[src/rtl/muldiv_unit_mq.sv]
// muldiv_unit_mq: queued, multi-hart RV32M multiply/divide coprocessor.
// Requests from any hart are buffered in a small FIFO and executed in order by
// a multi-cycle multiplier and a radix-2 restoring divider. A per-hart kill
// invalidates queued work of that hart and aborts its in-flight operation.
//
// Handshake: a request is accepted on any rising edge where muldiv_start=1 and
// muldiv_busy=0 (busy is a pure function of the registered FIFO count, so a pop
// in the same cycle never makes room for a start). Results are presented with a
// single-cycle muldiv_done pulse; the consumer must always accept them.
module muldiv_unit_mq #(
  parameter int XLEN       = 32,
  parameter int HART_ID_W  = 1,
  parameter int REG_ADDR_W = 5,
  parameter int QDEPTH     = 4,
  parameter int MUL_LAT    = 2
) (
  input  logic                  clk,
  input  logic                  rst_n,
  input  logic                  muldiv_start,
  input  logic [2:0]            muldiv_op,
  input  logic [XLEN-1:0]       muldiv_a,
  input  logic [XLEN-1:0]       muldiv_b,
  input  logic [HART_ID_W-1:0]  muldiv_hart_id,
  input  logic [REG_ADDR_W-1:0] muldiv_rd,
  input  logic                  muldiv_kill,
  input  logic [HART_ID_W-1:0]  muldiv_kill_hart_id,
  output logic                  muldiv_busy,
  output logic                  muldiv_done,
  output logic [XLEN-1:0]       muldiv_result,
  output logic [HART_ID_W-1:0]  muldiv_done_hart_id,
  output logic [REG_ADDR_W-1:0] muldiv_done_rd
);

  localparam int PTR_W   = $clog2(QDEPTH);
  localparam int CNT_MAX = (XLEN > MUL_LAT) ? XLEN : MUL_LAT;
  localparam int CNT_W   = $clog2(CNT_MAX + 1);

  localparam logic [1:0] ST_IDLE = 2'd0;
  localparam logic [1:0] ST_MUL  = 2'd1;
  localparam logic [1:0] ST_DIV  = 2'd2;
  localparam logic [1:0] ST_DONE = 2'd3;

  localparam logic [XLEN-1:0] MIN_NEG = {1'b1, {(XLEN-1){1'b0}}};
  localparam logic [XLEN-1:0] ALL_ONE = {XLEN{1'b1}};

  // ---------------------------------------------------------------------------
  // Request FIFO
  // ---------------------------------------------------------------------------
  logic [2:0]            fifo_op_q   [QDEPTH];
  logic [XLEN-1:0]       fifo_a_q    [QDEPTH];
  logic [XLEN-1:0]       fifo_b_q    [QDEPTH];
  logic [HART_ID_W-1:0]  fifo_hart_q [QDEPTH];
  logic [REG_ADDR_W-1:0] fifo_rd_q   [QDEPTH];
  logic                  fifo_vld_q  [QDEPTH];
  logic [PTR_W-1:0]      wr_ptr_q, rd_ptr_q;
  logic [PTR_W:0]        count_q;

  logic push, pop, fifo_empty;

  assign muldiv_busy = (count_q == (PTR_W+1)'(QDEPTH));
  assign push        = muldiv_start && !muldiv_busy;
  assign fifo_empty  = (count_q == '0);

  // FIFO storage, pointers and count; kill clears valid bits, a same-cycle push still lands valid
  always_ff @(posedge clk or negedge rst_n) begin
    if (!rst_n) begin
      wr_ptr_q <= '0;
      rd_ptr_q <= '0;
      count_q  <= '0;
      for (int i = 0; i < QDEPTH; i++) begin
        fifo_op_q[i]   <= '0;
        fifo_a_q[i]    <= '0;
        fifo_b_q[i]    <= '0;
        fifo_hart_q[i] <= '0;
        fifo_rd_q[i]   <= '0;
        fifo_vld_q[i]  <= 1'b0;
      end
    end else begin
      if (muldiv_kill) begin
        for (int i = 0; i < QDEPTH; i++) begin
          if (fifo_hart_q[i] == muldiv_kill_hart_id) fifo_vld_q[i] <= 1'b0;
        end
      end
      if (push) begin
        fifo_op_q[wr_ptr_q]   <= muldiv_op;
        fifo_a_q[wr_ptr_q]    <= muldiv_a;
        fifo_b_q[wr_ptr_q]    <= muldiv_b;
        fifo_hart_q[wr_ptr_q] <= muldiv_hart_id;
        fifo_rd_q[wr_ptr_q]   <= muldiv_rd;
        fifo_vld_q[wr_ptr_q]  <= 1'b1;
        wr_ptr_q              <= wr_ptr_q + PTR_W'(1);
      end
      if (pop) rd_ptr_q <= rd_ptr_q + PTR_W'(1);
      case ({push, pop})
        2'b10:   count_q <= count_q + (PTR_W+1)'(1);
        2'b01:   count_q <= count_q - (PTR_W+1)'(1);
        default: count_q <= count_q;
      endcase
    end
  end

  // Head-of-queue view and issue-time decode
  logic [2:0]            h_op;
  logic [XLEN-1:0]       h_a, h_b, h_a_abs, h_b_abs, h_spec_res;
  logic [HART_ID_W-1:0]  h_hart;
  logic [REG_ADDR_W-1:0] h_rd;
  logic                  h_ok, h_signed_div, h_special;

  assign h_op   = fifo_op_q[rd_ptr_q];
  assign h_a    = fifo_a_q[rd_ptr_q];
  assign h_b    = fifo_b_q[rd_ptr_q];
  assign h_hart = fifo_hart_q[rd_ptr_q];
  assign h_rd   = fifo_rd_q[rd_ptr_q];
  // An entry killed in this very cycle is treated as already invalid.
  assign h_ok   = fifo_vld_q[rd_ptr_q] &&
                  !(muldiv_kill && (h_hart == muldiv_kill_hart_id));

  // DIV/REM are the signed divide ops (funct3 bit 0 clear).
  assign h_signed_div = !h_op[0];
  assign h_special    = h_op[2] &&
                        ((h_b == '0) || (h_signed_div && (h_a == MIN_NEG) && (h_b == ALL_ONE)));
  // Divide-by-zero: quotient all-ones, remainder = dividend; overflow: quotient MIN, remainder 0.
  assign h_spec_res   = (h_b == '0) ? (h_op[1] ? h_a : ALL_ONE)
                                    : (h_op[1] ? '0  : MIN_NEG);
  assign h_a_abs      = (h_signed_div && h_a[XLEN-1]) ? (XLEN'(0) - h_a) : h_a;
  assign h_b_abs      = (h_signed_div && h_b[XLEN-1]) ? (XLEN'(0) - h_b) : h_b;

  // ---------------------------------------------------------------------------
  // Control FSM
  // ---------------------------------------------------------------------------
  logic [1:0]            state_q, state_d;
  logic [CNT_W-1:0]      cnt_q;
  logic [2:0]            cur_op_q;
  logic [HART_ID_W-1:0]  cur_hart_q;
  logic [REG_ADDR_W-1:0] cur_rd_q;
  logic                  latch, kill_cur, mul_last, div_last;

  assign kill_cur = muldiv_kill && (cur_hart_q == muldiv_kill_hart_id);
  assign mul_last = (state_q == ST_MUL) && (cnt_q == CNT_W'(MUL_LAT - 1));
  assign div_last = (state_q == ST_DIV) && (cnt_q == CNT_W'(XLEN - 1));

  // Next-state and pop decision; invalid heads are dropped in IDLE without leaving it
  always_comb begin
    state_d = state_q;
    pop     = 1'b0;
    latch   = 1'b0;
    case (state_q)
      ST_IDLE: begin
        if (!fifo_empty) begin
          pop = 1'b1;
          if (h_ok) begin
            latch = 1'b1;
            if (!h_op[2])       state_d = ST_MUL;
            else if (h_special) state_d = ST_DONE;
            else                state_d = ST_DIV;
          end
        end
      end
      ST_MUL: begin
        if (kill_cur)      state_d = ST_IDLE;
        else if (mul_last) state_d = ST_DONE;
      end
      ST_DIV: begin
        if (kill_cur)      state_d = ST_IDLE;
        else if (div_last) state_d = ST_DONE;
      end
      ST_DONE: state_d = ST_IDLE;
      default: state_d = ST_IDLE;
    endcase
  end

  // FSM state register
  always_ff @(posedge clk or negedge rst_n) begin
    if (!rst_n) state_q <= ST_IDLE;
    else        state_q <= state_d;
  end

  // ---------------------------------------------------------------------------
  // Datapath
  // ---------------------------------------------------------------------------
  logic [XLEN-1:0]   opa_q, opb_q, res_q;
  logic [XLEN-1:0]   div_quo_q, div_rem_q, div_dvs_q;
  logic              neg_q_q, neg_r_q;

  // Multiplier: both operands sign- or zero-extended to 2*XLEN so one unsigned
  // product yields the correct low and high halves for every MUL* flavour.
  logic              mul_sa, mul_sb;
  logic [2*XLEN-1:0] mul_a_ext, mul_b_ext, mul_prod;
  logic [XLEN-1:0]   mul_res;

  assign mul_sa    = !cur_op_q[2] && ((cur_op_q[1:0] == 2'd1) || (cur_op_q[1:0] == 2'd2));
  assign mul_sb    = !cur_op_q[2] && (cur_op_q[1:0] == 2'd1);
  assign mul_a_ext = {{XLEN{mul_sa & opa_q[XLEN-1]}}, opa_q};
  assign mul_b_ext = {{XLEN{mul_sb & opb_q[XLEN-1]}}, opb_q};
  assign mul_prod  = mul_a_ext * mul_b_ext;
  assign mul_res   = (cur_op_q[1:0] == 2'd0) ? mul_prod[XLEN-1:0] : mul_prod[2*XLEN-1:XLEN];

  // Restoring divider step: shift the next dividend bit into the partial
  // remainder, subtract the divisor, keep the difference if it did not borrow.
  logic [XLEN:0]     rem_sh, rem_diff;
  logic              rem_ge;
  logic [XLEN-1:0]   rem_n, quo_n, q_out, r_out, div_res;

  assign rem_sh   = {div_rem_q, div_quo_q[XLEN-1]};
  assign rem_diff = rem_sh - {1'b0, div_dvs_q};
  assign rem_ge   = !rem_diff[XLEN];
  assign rem_n    = rem_ge ? rem_diff[XLEN-1:0] : rem_sh[XLEN-1:0];
  assign quo_n    = {div_quo_q[XLEN-2:0], rem_ge};
  assign q_out    = neg_q_q ? (XLEN'(0) - quo_n) : quo_n;
  assign r_out    = neg_r_q ? (XLEN'(0) - rem_n) : rem_n;
  assign div_res  = cur_op_q[1] ? r_out : q_out;

  // Operand latch at pop, iteration counter, divider registers and result capture
  always_ff @(posedge clk or negedge rst_n) begin
    if (!rst_n) begin
      cur_op_q   <= '0;
      cur_hart_q <= '0;
      cur_rd_q   <= '0;
      cnt_q      <= '0;
      opa_q      <= '0;
      opb_q      <= '0;
      div_quo_q  <= '0;
      div_rem_q  <= '0;
      div_dvs_q  <= '0;
      neg_q_q    <= 1'b0;
      neg_r_q    <= 1'b0;
      res_q      <= '0;
    end else if (latch) begin
      cur_op_q   <= h_op;
      cur_hart_q <= h_hart;
      cur_rd_q   <= h_rd;
      cnt_q      <= '0;
      opa_q      <= h_a;
      opb_q      <= h_b;
      div_quo_q  <= h_a_abs;
      div_rem_q  <= '0;
      div_dvs_q  <= h_b_abs;
      // Quotient is negative when signs differ; remainder takes the dividend's sign.
      neg_q_q    <= h_signed_div && (h_a[XLEN-1] ^ h_b[XLEN-1]);
      neg_r_q    <= h_signed_div && h_a[XLEN-1];
      if (h_special) res_q <= h_spec_res;
    end else begin
      if ((state_q == ST_MUL) || (state_q == ST_DIV)) cnt_q <= cnt_q + CNT_W'(1);
      if (state_q == ST_DIV) begin
        div_quo_q <= quo_n;
        div_rem_q <= rem_n;
      end
      if (mul_last && !kill_cur) res_q <= mul_res;
      if (div_last && !kill_cur) res_q <= div_res;
    end
  end

  // A done coinciding with a kill of the same hart is suppressed.
  assign muldiv_done         = (state_q == ST_DONE) && !kill_cur;
  assign muldiv_result       = res_q;
  assign muldiv_done_hart_id = cur_hart_q;
  assign muldiv_done_rd      = cur_rd_q;

endmodule

[config.mk]
export PLATFORM = sky130hd
export DESIGN_NAME = muldiv_unit_mq
export DESIGN_NICKNAME = d
export VERILOG_FILES = /design/src/rtl/muldiv_unit_mq.sv
export SDC_FILE = /design/constraint.sdc
export NUM_CORES = 2
export LEC_CHECK = 0
export CORE_ASPECT_RATIO = 1.2
export CORE_MARGIN = 2
export CORE_UTILIZATION = 40
export DETAILED_ROUTE_END_ITERATION = 10
export PLACE_DENSITY_LB_ADDON = 0.1
export SETUP_SLACK_MARGIN = 0.05
export SLEW_MARGIN = 20
export SYNTH_ARGS = -nofsm -noshare
export SYNTH_HDL_FRONTEND = slang
export SYNTH_SLANG_ARGS = --single-unit
export TNS_END_PERCENT = 5
[constraint.sdc]
create_clock -name clk -period 27.3 [get_ports clk]
set_input_delay 5.46 -clock clk [delete_from_list [all_inputs] [get_ports clk]]
set_output_delay 5.46 -clock clk [all_outputs]
set_load 0.02 [all_outputs]
## After elaboration in Yosys (flattened, before gate mapping)

Index checks and enable logic that the tools add are counted.

- Word-level logic and storage cells: 192
- Input port bits: 78
- Output and inout bits: 40
- Flip-flop bits (word level): 514

- Reduce and logical (&&, ||, !) cells: 37
- Bitwise logic cells: 6
- $add $sub $neg: 10
- Magnitude comparators: 3
- Multiply operators: 1
- Muxes and demuxes: 72
- Eq/ne operators: 23

Operator list:

| operator | number |
|---|---|
| $mux W32 | 23 |
| $bwmux W128 | 2 |
| $bmux W32 S2 | 2 |
| $sub A1 B32 Y32 const A | 4 |
| $demux W32 S2 | 1 |
| $eq A32 B32 Y1 const B | 2 |
| $mul A33 B33 Y64 | 1 |
| $sub A33 B32 Y33 | 1 |
| $logic_not A32 Y1 | 1 |
| $bwmux W20 | 1 |
| $logic_and A1 B1 Y1 | 18 |
| $mux W1 | 15 |
| $mux W5 | 3 |
| $mux W2 | 7 |
| $bwmux W12 | 1 |
| $mux W6 | 2 |
| $bmux W5 S2 | 1 |
| $demux W5 S2 | 1 |
| $mux W3 | 3 |
| $eq A2 B2 Y1 const B | 4 |
| $mux W4 | 2 |
| $pmux W2 S4 | 1 |
| $add A6 B1 Y6 const B | 1 |
| $bmux W3 S2 | 1 |
| other kinds (29) | 54 |

## Logic depth before layout (Yosys ltp)

- Depth in word-level cells: 14
- Depth in mapped cells: 36
- Mapped depth without buffers: 34

## Least setup slack after synthesis

Ideal clock, no wire load.

- Kind: in2out
- Start point: input muldiv_kill_hart_id
- End point: output muldiv_done
- Required time: 21840 ps
- Path slack: 15598 ps
- Stages on the path: 4
- Data arrival time: 6242 ps
- Path buffers: 1
- Cells stage by stage: clkbuf_1 xnor2_1 nand2_1 and2_1

- Longest elaborated chain between the ends: 4

RTL lines:

| what | line | text |
|---|---|---|
| from (decl) | 26 | `input logic [HART_ID_W-1:0] muldiv_kill_hart_id,` |
| $eq A1 B1 Y1 | 138 | `assign kill_cur = muldiv_kill && (cur_hart_q == muldiv_kill_hart_id);` |
| $logic_and A1 B1 Y1 | 138 |  |
| $logic_not A1 Y1 | 254 | `assign muldiv_done = (state_q == ST_DONE) && !kill_cur;` |
| $logic_and A1 B1 Y1 | 254 |  |
| to (decl) | 28 | `output logic muldiv_done,` |

Every way passes these cells.

## Final worst setup path

Ends and elaborated chain as after synthesis.

==> summary.txt <==
Routing
  – Initial DRC count: 2542
  – Drt first pass iters: 5
  – Remaining DRCs: 0
  – Vias: 47300
  – Final WL: 203000 um
  – Antenna viol nets, final: 0
  – Via density: 5.30
  – Drt wl/cell: 22.8 um

STA
  – Setup TNS: 0 ns
  – Clock Skew: 0.0313 ns
  – Min cycle time layout: 12.80 ns
  – Highest Clock Rate: 78.1 MHz
  – Worst slew pin tran: 1.13 ns
  – RSZ-0062 raised after global routing: false
  – Fin crit share: 0.469
  – Max-slew headroom: 0.244
  – Hold Vio Cnt, Final: 0
  – Setup violators final: 0
  – Final Max Slew Viols: 0

GRT
  – Grt total ovfl: 0
  – Initial antenna violation count: 21
  – First-pass GRT wire length: 316000 um
  – Vias in the first global route: 51000
  – All-layer global routing usage: 0.246
  – Pin count of the biggest net entering global routing: 163

Worst setup path
  – CP Data Required Time: 21.84 ns
  – CP Capture Point: muldiv_done
  – FF-to-FF End: muldiv_result[24]
  – Worst Setup End Kind: output pin
  – R2R cell count: 30
  – Critical Path Source: muldiv_kill_hart_id
  – R2R setup slack: 16.85 ns
  – Arr. time, crit path: 7.34 ns
  – Type of the worst setup path: input port to output pin
  – CP startpoint kind: input port
  – Crit path max fanout: 6
  – Reg2Reg Launch Point: cur_op_q[1]

Cells and area
  – Area Growth Syn to Fin: 7.41%
  – FILL cells: 16300
  – Fraction of layout instances using a drive strength above 1: 0.0914
  – Final Net Count: 8214

Worst hold path
  – Worst min path class: register to register

Synthesis
  – Mean area per synthesized cell: 9.60 um2
  – Post-synth top area share: 0.342
  – Post-Syn Nets: 8340
  – Post-synth EDFFs: 0
  – Cell Area, Synth: 66000 um2
  – Synth area leaders: fa_1 34%, dfrtp_1 19%, inv_1 6.9%
  – Sequential-to-total area share from yosys stat: 0.195
  – Syn Inst Count: 6873
  – Post-synth cell types: 100
  – Leading area contributor after synthesis: fa_1
  – Seq cells post-synth: 513
  – Prevailing post-synth register cell: dfrtp_1
  – Most common cell in the netlist: inv_1
  – Post-synth ARST share: 1.00
  – Synth cell count leaders: 1212 x inv_1, 1158 x nand2_1, 1127 x fa_1
  – Yosys warns: 0

Floorplan
  – Row cnt: 163
  – Die height: 449 um
  – DIE AREA: 168000 um2
  – Io pins: 118
  – Initial Util: 0.402
  – Die Wd: 375 um
  – Placeable core area: 164000 um2

Clock network
  – Sink Count: 513
  – CTS Buffer Depth: 3
  – Clk_lat worst skew: 0.64 ns
  – Root Driver: clkbuf_16
  – CTS H-Tree Depth: 2
  – TritonCTS clock tree: built
  – Post_cts resized: 0
  – CTS buffer count: 51
  – Post-CTS Setup Repair Bufs: 0
  – Clock transition at path regs: 0.06 ns
  – Hold Buf Count CTS: 0

Placed design
  – # port buffers: 117
  – GP Congestion: 0.909
  – Hpwl dp: 157000 um

Flow run
  – Max-cap viol count: 0

Outcome
  – Run status: completed
## critical path: stages
cell and delay, ns:
clkdlybuf4s50_1 0.66, xnor2_1 0.13, nand2_1 0.26, and2_1 0.20
clkdlybuf4s50_1 0.62
## metrics by stage
stage	cell area, um2	hold WS [ns]	util	worst slack [ns]	instances
final	70800	0.477	0.432	14.50	8933
after global routing	70800	0.496	0.432	14.38	8932
after CTS	70800	0.478	0.431	14.46	8932
after detailed placement	69100	0.461	0.421	14.47	8839
after global placement	69100	0.459	0.421	14.47	8839
after floorplan	66000	0.440	-	15.60	6873
## sequential cells by signal, summed over array words and instances, names as in the netlist, 2 cells and up
| signal | cells |
|---|---|
| div_quo_q | 32 |
| fifo_hart_q | 4 |
| wr_ptr_q | 2 |
| muldiv_done_rd | 5 |
| muldiv_result | 32 |
| count_q | 3 |
| opa_q | 32 |
| cnt_q | 6 |
| div_dvs_q | 31 |
| opb_q | 32 |
| fifo_vld_q | 4 |
| div_rem_q | 32 |
| fifo_rd_q | 20 |
| fifo_b_q | 128 |
| rd_ptr_q | 2 |
| fifo_op_q | 12 |
| state_q | 2 |
| cur_op_q | 3 |
| fifo_a_q | 128 |
## layout by cell type, fill, tap and decap left out, drive strengths merged, types with 73 or more instances in the layout
master         count
a21oi            169
inv             1214
nand2           1160
mux4              73
and2             338
xnor2            132
ha               262
dfrtp            513
xor2              94
fa              1127
o21ai            211
clkdlybuf4s50    116
mux2             299
nor2             244
buf               99
## metal layers
layer,wire length [um],global-route usage,vias to the layer above
li1,-,-,21000
met1,82300,0.310,25000
met2,105000,0.443,950
met3,7740,0.0233,314
met4,7690,0.0800,28
met5,181,0,-
## worst min-delay path by stage
stage / startpoint / endpoint / slack (ns) / cells past startpoint
floorplan: fifo_vld_q[1] / fifo_vld_q[1] / 0.44 / 2
global placement: fifo_vld_q[1] / fifo_vld_q[1] / 0.46 / 2
detailed placement: fifo_vld_q[0] / fifo_vld_q[0] / 0.46 / 2
CTS: fifo_vld_q[0] / fifo_vld_q[0] / 0.48 / 2
global route: opa_q[15] / opa_q[15] / 0.50 / 2
finish: opa_q[18] / opa_q[18] / 0.48 / 2
## logic make-up (layout without fill, tap and decap cells)
logic type,count (synthesis),count (layout),share of synthesized area
other,0,1,0
buffers and inverters,1607,1521,0.0930
AOI/OAI and AO/OA,682,682,0.0664
xor gates and xnor gates,226,226,0.0303
and+or+nand+nor,2025,2025,0.139
muxes,431,431,0.0849
DFF,513,513,0.195
adders and majority gates,1389,1389,0.392
## cell type report
class	instances	area [um2]	share of cell area
Antenna cell	1	2.50	0.0000353
Multi-Input combinational cell	4753	47100	0.664
Clock buffer	68	1450	0.0205
Timing Repair Buffer	215	1940	0.0274
Tap cell	2145	2680	0.0379
Inverter	1213	4560	0.0643
Sequential cell	513	12900	0.181
Clock inverter	25	295	0.00417
Power is not shown: default switching activity piles up to over one toggle a cycle in this logic, so the estimate is an artifact.
